===== src/rtl/fetch_unit.sv =====
// Instruction-fetch stage: sequences the PC, handshakes with instruction memory,
// buffers one instruction across an ID stall and drains wrong-path responses after a redirect.
module fetch_unit #(
  parameter logic [31:0] RESET_PC = 32'h0000_0000
) (
  input  logic        Clk,
  input  logic        Reset,
  input  logic        Stall,
  input  logic        Redirect,
  input  logic [31:0] RedirectTarget,
  output logic        ImemReq,
  output logic [31:0] ImemAddr,
  input  logic        ImemReady,
  input  logic [31:0] ImemData,
  output logic        FetchValid,
  output logic [31:0] FetchInstr,
  output logic [31:0] FetchPC,
  output logic [31:0] FetchCount
);

  typedef enum logic [1:0] {FETCH, HOLD, DRAIN} state_e;

  state_e      state_q, state_d;
  logic [31:0] pc_q, pc_d;
  logic [31:0] hold_q, hold_d;
  logic [31:0] pend_q, pend_d;
  logic [31:0] cnt_q, cnt_d;

  logic [31:0] tgt;
  logic [31:0] pc_inc;

  assign tgt        = RedirectTarget & ~32'h0000_0003;
  assign pc_inc     = pc_q + 32'd4;
  assign FetchCount = cnt_q;

  // Outputs never look at Stall, so the hazard unit can depend on FetchValid without a loop.
  always_comb begin
    ImemReq    = 1'b0;
    ImemAddr   = pc_q;
    FetchValid = 1'b0;
    FetchInstr = '0;
    FetchPC    = pc_inc;
    if (Reset) begin
      ImemAddr = '0;
      FetchPC  = '0;
    end else begin
      unique case (state_q)
        FETCH: begin
          ImemReq    = 1'b1;
          FetchValid = ImemReady & ~Redirect;
          FetchInstr = ImemData;
        end
        HOLD: begin
          FetchValid = ~Redirect;
          FetchInstr = hold_q;
        end
        DRAIN: begin
          ImemReq = 1'b1;
        end
        default: ;
      endcase
    end
  end

  always_comb begin
    state_d = state_q;
    pc_d    = pc_q;
    hold_d  = hold_q;
    pend_d  = pend_q;
    cnt_d   = cnt_q;
    if (Reset) begin
      state_d = FETCH;
      pc_d    = RESET_PC;
      hold_d  = '0;
      pend_d  = '0;
      cnt_d   = '0;
    end else begin
      unique case (state_q)
        FETCH: begin
          if (ImemReady) begin
            if (Redirect) begin
              pc_d = tgt;
            end else if (Stall) begin
              hold_d  = ImemData;
              state_d = HOLD;
            end else begin
              pc_d  = pc_inc;
              cnt_d = cnt_q + 32'd1;
            end
          end else if (Redirect) begin
            pend_d  = tgt;
            state_d = DRAIN;
          end
        end
        HOLD: begin
          if (Redirect) begin
            pc_d    = tgt;
            state_d = FETCH;
          end else if (!Stall) begin
            pc_d    = pc_inc;
            cnt_d   = cnt_q + 32'd1;
            state_d = FETCH;
          end
        end
        DRAIN: begin
          // A redirect arriving on the completion cycle beats the saved target.
          if (Redirect) pend_d = tgt;
          if (ImemReady) begin
            pc_d    = Redirect ? tgt : pend_q;
            state_d = FETCH;
          end
        end
        default: state_d = FETCH;
      endcase
    end
  end

  always_ff @(posedge Clk) begin
    state_q <= state_d;
    pc_q    <= pc_d;
    hold_q  <= hold_d;
    pend_q  <= pend_d;
    cnt_q   <= cnt_d;
  end

endmodule


===== config.mk =====
export PLATFORM = sky130hd
export DESIGN_NAME = fetch_unit
export DESIGN_NICKNAME = d
export VERILOG_FILES = /design/src/rtl/fetch_unit.sv
export SDC_FILE = /design/constraint.sdc
export NUM_CORES = 1
export LEC_CHECK = 0
export BUFFER_PORTS_ARGS = -buffer_cell sky130_fd_sc_hd__buf_2
export CORE_ASPECT_RATIO = 2
export CORE_MARGIN = 2
export CORE_UTILIZATION = 57
export DETAILED_ROUTE_END_ITERATION = 16
export PLACE_DENSITY = 0.88
export RECOVER_POWER = 50
export SETUP_SLACK_MARGIN = 0.02
export SLEW_MARGIN = 20
export SYNTH_ARGS = -nofsm -noshare
export SYNTH_HDL_FRONTEND = slang
export SYNTH_SLANG_ARGS = --single-unit
export TNS_END_PERCENT = 30

===== constraint.sdc =====
create_clock -name Clk -period 5.6 [get_ports Clk]
set_clock_uncertainty 0.15 [all_clocks]
set_input_delay 0.28 -clock Clk [delete_from_list [all_inputs] [get_ports Clk]]
set_output_delay 0.28 -clock Clk [all_outputs]
set_load 0.05 [all_outputs]

# --- After elaboration in Yosys (flattened, before gate mapping) ---
# Cells that the tools add are included.
# Widths: inputs -> output; s select.
word_totals:
  regBits: 130
  out_inout_bits: 130
  word_cells: 56
op_classes:
  n_addsub: 2
  eq_ne: 9
  muxes: 28
  n_bitwise: 2
  n_reduce_logical: 10
ops:
  columns: ["cell", "count"]
  rows:
  - ["$mux 32", 12]
  - ["$pmux 32 s2", 3]
  - ["$pmux 32 s3", 1]
  - ["$add 32x1->32 const B", 1]
  - ["$add 32x3->32 const B", 1]
  - ["$mux 2", 7]
  - ["$ne 3x3->1 const B", 4]
  - ["$ne 2x2->1 const B", 3]
  - ["$pmux 2 s3", 1]
  - ["$reduce_and 5->1", 1]
  - ["$reduce_and 2->1", 2]
  - ["$reduce_and 4->1", 1]
  - ["$reduce_bool 2->1", 2]
  - ["$mux 1", 3]
  - ["$reduce_and 3->1", 1]
  - ["$reduce_bool 3->1", 1]
  - ["$eq 2x1->1 const B", 1]
  - ["$eq 2x2->1 const B", 1]
  - ["$logic_not 2->1", 1]
  - ["$pmux 1 s2", 1]
  - ["$reduce_or 2->1", 1]
  - ["$and 1x1->1", 1]
  - ["$not 1->1", 1]

# --- Longest topological paths before layout ---
# Gate-level depths: netlist of run 1.
logic_depth:
  word_depth: 5
  mapped_depth: 8
  depth_no_buf: 6

# --- Least setup slack after synthesis of run 1 ---
# Ideal clock, no wire load.
synth_timing:
  path_type: "register to output"
  start: "register pc_q[4]"
  end: "output port FetchPC[29]"
  arrival_ps: 2310
  required_time_ps: 5170
  setup_slack_ps: 2860
  stages_incl_launch_ff: 7
  path_buffers: 1
  cell_sequence: "dfxtp_1 -> clkbuf_1 -> nand4_1 -> nor4_2 -> nand3_1 -> or3_1 -> a21oi_1"
synth_via:
  elab_chain_cells: 2
synth_lines:
  columns: ["element", "line_no", "rtl"]
  rows:
  - ["from (decl)", "24", "logic [31:0] pc_q, pc_d;"]
  - ["from (signal assigned)", "120", "pc_q <= pc_d;"]
  - ["$add 32x3->32", "33", "assign pc_inc = pc_q + 32'd4;"]
  - ["$mux 32", "43", "if (Reset) begin"]
  - ["to (decl)", "17", "output logic [31:0] FetchPC,"]
# No other way between the ends.

# --- Worst setup path in the final report of run 1 ---
layout_timing:
  start: "input port Redirect"
  end: "register pend_q[14]"
layout_via:
  elab_chain_cells: 3
layout_lines:
  columns: ["element", "line_no", "rtl"]
  rows:
  - ["from (decl)", "9", "input logic Redirect,"]
  - ["$mux 32 (*)", null, null]
  - ["$mux 32", null, null]
  - ["$pmux 32 s2 (*)", null, null]
  - ["to (signal assigned)", "122", "pend_q <= pend_d;"]
  - ["to (decl)", "26", "logic [31:0] pend_q, pend_d;"]
# Every way passes the cells marked *; elsewhere a longest branch is shown, timed or not. The select of a mux whose other input is x is not followed.
# A chain may end at the register's enable or synchronous reset.

==> results of run 1 <==
-- worst min-delay path: cells and delay by family --
family / cells / cell delay (ns)
and+or+nand+nor: 1 / 0.06
AOI/OAI and AO/OA: 1 / 0.05
buffers and inverters: 1 / 0.12
-- metal layers --
layer | global-route usage, % | vias to the layer above | routed length (um)
met3 | 5.18 | 101 | 1260
met1 | 32.8 | 3734 | 7990
met2 | 57.7 | 376 | 11900
li1 | - | 3827 | -
met4 | 21.7 | 0 | 1340
met5 | 0 | - | 0
-- worst min path at each step --
stage | start | to | depth (start not counted)
finish | RedirectTarget[26] | pend_q[26] | 3
global route | RedirectTarget[26] | pend_q[26] | 3
CTS | RedirectTarget[26] | pend_q[26] | 3
detailed placement | pend_q[25] | pend_q[25] | 2
global placement | pend_q[19] | pend_q[19] | 2
floorplan | ImemReady | state_q[1] | 1
-- final cells by class --
| cell class | count | area (um^2) |
|---|---|---|
| clock inverter | 15 | 145 |
| timing repair buffer | 268 | 1610 |
| clock buffer | 17 | 425 |
| fill | 929 | 3240 |
| inverter | 6 | 22.5 |
| sequential | 130 | 2600 |
| tap | 150 | 188 |
| multi-input combinational | 772 | 4320 |
-- logic make-up (layout without fill, tap and decap cells) --
group / after synthesis / after routing / synth area share, %
AOI/OAI and AO/OA: 206 / 206 / 16.3
xor gates and xnor gates: 44 / 44 / 5.30
adders and majority gates: 2 / 2 / 0.344
buffers and inverters: 89 / 306 / 4.87
DFF: 130 / 130 / 35.8
muxes: 36 / 36 / 4.99
and+or+nand+nor: 484 / 484 / 32.4
-- timing repair --
| item | 4_1_cts | 5_1_grt |
|---|---|---|
| setup buffers | 0 | 0 |
| hold buffers | 61 | 0 |
| hold endpoints to repair | 61 | 0 |
| gates resized for setup | 0 | 0 |
-- layout by cell type (no fill, tap or decap), types with 14 or more instances in the layout --
master	count
a21oi_1	104
buf_2	141
clkbuf_1	56
clkbuf_16	17
dfxtp_1	130
dlygate4sd3_1	61
mux2i_1	34
nand2_1	199
nand3_1	24
nand4_1	14
nor2_1	104
nor2b_1	33
nor3_1	15
o21ai_0	45
xnor2_1	25
xor2_1	19
-- power by group --
part | switching [mW] | internal (mW)
combinational | 0.282 | 0.135
sequential | 0.0348 | 0.958
clock | 0.462 | 0.621
-- registers in the layout, indices dropped and copies added (netlist names) --
| name | cells |
|---|---|
| hold_q | 32 |
| FetchCount | 32 |
| state_q | 2 |
| pend_q | 32 |
| pc_q | 32 |
==> metrics.md, run 1 <==
| Metric | Value |
|---|---|
| Outcome | `complete, but fails checks` |
| Failing checks | `max-capacitance violations, max-slew violations` |
| Initial Util | `58.0%` |
| Synth unique cells | `64` |
| RePlAce Congestion | `0.869` |
| Synth Net Count | `1062` |
| Initial DRC count | `591` |
| Avg Cell Area, Syn | `7.34 um^2` |
| Warnings, synthesis | `0` |
| H-tree depth | `4` |
| Worst path max stage delay | `2.04 ns` |
| Top_reg_cell synth | `dfxtp_1` |
| PortBufs | `196` |
| Number of global-route vias before repair | `7639` |
| TritonCTS Buffers | `17` |
| Worst path cell trace | `clkbuf_1, clkbuf_1, and3b_1, clkbuf_1, nand2_1, a21oi_1` |
| Sequential area share after synthesis | `35.8%` |
| Row Count | `58` |
| Fraction of layout cells with a size suffix above 1 | `16.4%` |
| Final routed DRC violation total | `0` |
| Aggregate routed wire length | `22.5 mm` |
| Hold slack | `0.00334 ns` |
| N_diodes | `0` |
| Power Density | `268 nW/um^2` |
| Core footprint | `12600 um^2` |
| Crit-path max FO | `69` |
| Critical Path AT | `4.53 ns` |
| Most common cell in the netlist | `nand2_1` |
| CP startpoint | `Redirect` |
| Final Non-Filler Cells | `1358` |
| Maxcap violations | `2` |
| Total power | `2.49 mW` |
| CP most frequent cell | `clkbuf_1` |
| Fin crit period | `4.34 ns` |
| Die H | `164 um` |
| Period utilisation layout | `77.5%` |
| R2r setup slk | `2.33 ns` |
| Yosys reg bits | `130` |
| Critical path depth in cells | `6` |
| Clock tree sinks | `130` |
| Clock buffer depth | `2` |
| First-pass GRT wire length | `35.8 mm` |
| Synth-to-layout area growth | `28.0%` |
| CTS Root Cell | `clkbuf_16` |
| Dpl hpwl | `14.1 mm` |
| Slowest cell on crit path | `clkbuf_1` |
| Synth top area cells | `dfxtp_1 36%, nand2_1 10%, a21oi_1 7.2%` |
| Die area | `13700 um^2` |
| Clock latency on the worst-skew pair | `0.42 ns` |
| I/O pins | `199` |
| Reg2reg start | `state_q[0]` |
| R2R cell count | `6` |
| Via count | `8038` |
| Final Core Density | `74.2%` |
| Vias/cell | `5.92` |
| RSZ-0062 raised after global routing | `false` |
| Dominant cell type by area after synthesis | `dfxtp_1` |
| Worst setup margin | `1.26 ns` |
| FFs w/ async S/R, synth | `0%` |
| Gate Count Post-Synth | `991` |
| Largest net degree at the start of global routing | `107` |
| Post-layout nets | `1266` |
| Fin. Hold Viols | `0` |
| Final Instance Area | `9310 um^2` |
| Die Span X | `83.9 um` |
| Placed cell areas | `8200 um^2` |
| CTS tree | `done` |
| Kind of end point of the critical path | `register` |
| Hold crit path type | `input pin to register` |
| FMAX | `230 MHz` |
| R2R Path End | `FetchCount[30]` |
| Setup crit end | `pend_q[14]` |
| Antenna viol nets, final | `0` |
| Mapped Area | `7280 um^2` |
| Initial DRT Pass Iterations | `7` |
| CP top delay family | `buffers and inverters` |
| Buf/Inv on CP | `3` |
| Startpoint class of the critical path | `input pin` |
| Worst-path clk slew | `0.06 ns` |
| Yosys top cell area share | `35.8%` |
| Sum of negative setup slack | `0 ns` |
| Leakage power | `3.54 nW` |
| Total track usage | `31.7%` |
| Worst setup path class | `input pin to register` |
| Post-synth top cells | `199 x nand2_1, 130 x dfxtp_1, 104 x a21oi_1, 104 x nor2_1, 65 x clkbuf_1` |
| Post-synth EDFFs | `0` |
| Placed cell count | `1264` |
| Fin. max-slew vios | `103` |
| Pre-CTS setup slack | `2.36 ns` |
| Final setup vio count | `0` |
| Global route total overflow | `0` |
| Slew HR | `-88.3%` |
| Initial antenna violation count | `0` |
| Wire per inst | `16.5 um` |
| Worst-Margin Slew | `2.83 ns` |
| Critical path required time | `5.79 ns` |
| VDD IR max | `234 uV` |
Power figures use the tool's default switching activity.
==> inputs of run 2 (changes only) <==
--- a/config.mk
+++ b/config.mk
@@ -8,9 +8,9 @@
 export BUFFER_PORTS_ARGS = -buffer_cell sky130_fd_sc_hd__buf_2
 export CORE_ASPECT_RATIO = 2
 export CORE_MARGIN = 2
-export CORE_UTILIZATION = 57
+export CORE_UTILIZATION = 48
 export DETAILED_ROUTE_END_ITERATION = 16
-export PLACE_DENSITY = 0.88
+export PLACE_DENSITY = 0.79
 export RECOVER_POWER = 50
 export SETUP_SLACK_MARGIN = 0.02
 export SLEW_MARGIN = 20
==> constraint.sdc (replaced) <==
create_clock -name Clk -period 3.7 [get_ports Clk]
set_clock_uncertainty 0.15 [all_clocks]
set_input_delay 0.185 -clock Clk [delete_from_list [all_inputs] [get_ports Clk]]
set_output_delay 0.185 -clock Clk [all_outputs]
set_load 0.05 [all_outputs]
==> run 2 against run 1 <==
The flow still finishes with violations (max-capacitance violations, max-slew violations). Design area is 1.9% higher. Via count is 1.4% lower. Count of clock-buffer cells in the layout up 3. Largest power group unchanged. Non-clock buffer count up 10. Routed wire length grew 2.3%. Global-route usage fell by 4.3 points. Sequential cell count stayed put. Combinational power is 52% higher. Register-to-register slack lost 1.6 ns. Hold slack gained 0.0078 ns. Sequential power rose by 51%.
==> metrics.md, run 2 (synthesis results as in run 1) <==
| Metric | Value |
|---|---|
| Die Span X | `91.1 um` |
| R2r setup slk | `0.70 ns` |
| Row Count | `63` |
| Part of the power in registers | `37.9%` |
| Most frequent cells in the layout | `199 x nand2_1, 130 x dfxtp_1, 126 x buf_2, 104 x nor2_1, 104 x a21oi_1` |
| Number of global-route vias before repair | `7602` |
| R2R Path End | `pc_q[1]` |
| RePlAce Congestion | `0.897` |
| Layout filler cell count | `1339` |
| Clock buffer depth | `2` |
| PortBufs | `196` |
| Slew HR | `-10.8%` |
| Antenna viol nets, final | `0` |
| N_diodes | `0` |
| Vias/cell | `5.61` |
| Fraction of layout cells with a size suffix above 1 | `15.4%` |
| Wire per inst | `16.3 um` |
| R2R cell count | `6` |
| Final setup vio count | `0` |
| Startpoint class of the critical path | `register` |
| Final routed DRC violation total | `0` |
| Outcome | `complete, but fails checks` |
| CP startpoint | `pc_q[6]` |
| Reg2reg start | `state_q[1]` |
| Setup crit end | `FetchPC[29]` |
| First-pass GRT wire length | `36.0 mm` |
| I/O pins | `199` |
| Fin. Hold Viols | `0` |
| Met2 routed WL | `12.6 mm` |
| Global route total overflow | `0` |
| Total track usage | `27.4%` |
| Die H | `178 um` |
| Postcts setup bufs | `0` |
| Initial antenna violation count | `0` |
| Internal | `2.84 mW` |
| Via count | `7926` |
| Clock Power Share | `46.1%` |
| Slowest cell on crit path | `nor4_2` |
| Critical path required time | `3.37 ns` |
| Dpl hpwl | `14.9 mm` |
| Clock latency on the worst-skew pair | `0.42 ns` |
| DR WL met3 | `1.13 mm` |
| Worst setup path class | `register to output pin` |
| Fin. max-slew vios | `42` |
| Critical Path AT | `2.85 ns` |
| WL met1 | `8.31 mm` |
| Worst path cell trace | `nand4_4, nor4_2, nand3_1, or3_1, a21oi_1, buf_2` |
| Top sig layer | `met4` |
| Aggregate routed wire length | `23.0 mm` |
| Core footprint | `14800 um^2` |
| Synth-to-layout area growth | `30.5%` |
| Fin crit period | `3.19 ns` |
| RSZ-0062 raised after global routing | `false` |
| CTS tree | `done` |
| Clock tree sinks | `130` |
| CP top delay family | `simple AND/OR/NAND/NOR gates` |
| Worst-Margin Slew | `1.66 ns` |
| Most common cell after layout, fill and taps aside | `nand2_1` |
| Sum of negative setup slack | `0 ns` |
| Failing checks | `max-capacitance violations, max-slew violations` |
| VDD IR max | `375 uV` |
| Power Density | `418 nW/um^2` |
| Initial DRT Pass Iterations | `7` |
| Die area | `16200 um^2` |
| Final Core Density | `64.0%` |
| Initial DRC count | `418` |
| Crit-path max FO | `10` |
| Largest net degree at the start of global routing | `70` |
| FMAX | `314 MHz` |
| Buf/Inv on CP | `1` |
| H-tree depth | `4` |
| Period utilisation layout | `86.1%` |
| Worst path max stage delay | `0.55 ns` |
| Total power | `3.96 mW` |
| Initial Util | `49.1%` |
| Maxcap violations | `1` |
| NetSw | `1.12 mW` |
| Switching share of power | `28.4%` |
| Leakage power | `3.55 nW` |
| Kind of end point of the critical path | `output pin` |
| Hold crit path type | `input pin to register` |
| Post-layout nets | `1276` |
| TritonCTS Buffers | `17` |
| Min-delay src | `Redirect` |
| CTS Root Cell | `clkbuf_16` |
| Critical path depth in cells | `6` |
| Combinational share of power | `16.0%` |
| Worst-path clk slew | `0.06 ns` |
run 2: cell count changes in the layout (fill, tap and decap cells not counted), moves of 3 or more:
cell           delta
bufinv_16         +3
inv_6             -6
clkbuf_1         +16
buf_2            -15
dlygate4sd3_1     +4
clkbuf_8          +3
buf_4             +4
run 2: cell type report:
class | instances | area [um^2] | area share, %
inverter | 6 | 22.5 | 0.237
clock buffer | 20 | 467 | 4.92
multi-input combinational | 772 | 4310 | 45.4
tap | 195 | 244 | 2.57
sequential | 130 | 2600 | 27.4
timing repair buffer | 278 | 1670 | 17.5
clock inverter | 12 | 179 | 1.89
run 2: worst min path at each step:
stage,end,slack [ns],cells past startpoint
final,state_q[0],0.01,3
after global routing,hold_q[31],0.03,2
after CTS,hold_q[31],0.000001,2
after detailed placement,state_q[1],0.28,2
after global placement,state_q[1],0.27,2
after floorplan,state_q[1],0.11,1
run 2: layer usage:
metal | up-vias | track usage (%)
met5 | - | 0
met2 | 303 | 51.7
met4 | 0 | 15.9
met3 | 64 | 4.52
li1 | 3845 | -
met1 | 3714 | 27.9
run 2: stage by stage:
stage               std cells  area [um^2]  setup slack, ns  hold WS [ns]
floorplan                 991         7280             1.06         0.112
global placement         1316         8310             1.05         0.274
detailed placement       1316         8310             1.04         0.285
CTS                      1413         9610            0.574    0.00000122
global route             1413         9490            0.437        0.0338
finish                   1413         9490            0.514        0.0112
run 2: tightest hold or removal path, cell delays in order:
cell,delay [ns]
buf_2,0.13
nor3_1,0.08
and2_1,0.15
run 2: power by group through the flow:
stage	clock, mW	combinational, mW	sequential [mW]
floorplan	0	0.426	1.51
global placement	0	0.568	1.53
detailed placement	0	0.575	1.53
CTS	1.85	0.631	1.50
global route	1.90	0.679	1.51
finish	1.83	0.634	1.50
run 2: what timing repair did:
action                                 4_1_cts  5_1_grt
hold buffers                                65        0
endpoints found under the hold margin       71        0
gates resized for setup                      0        0
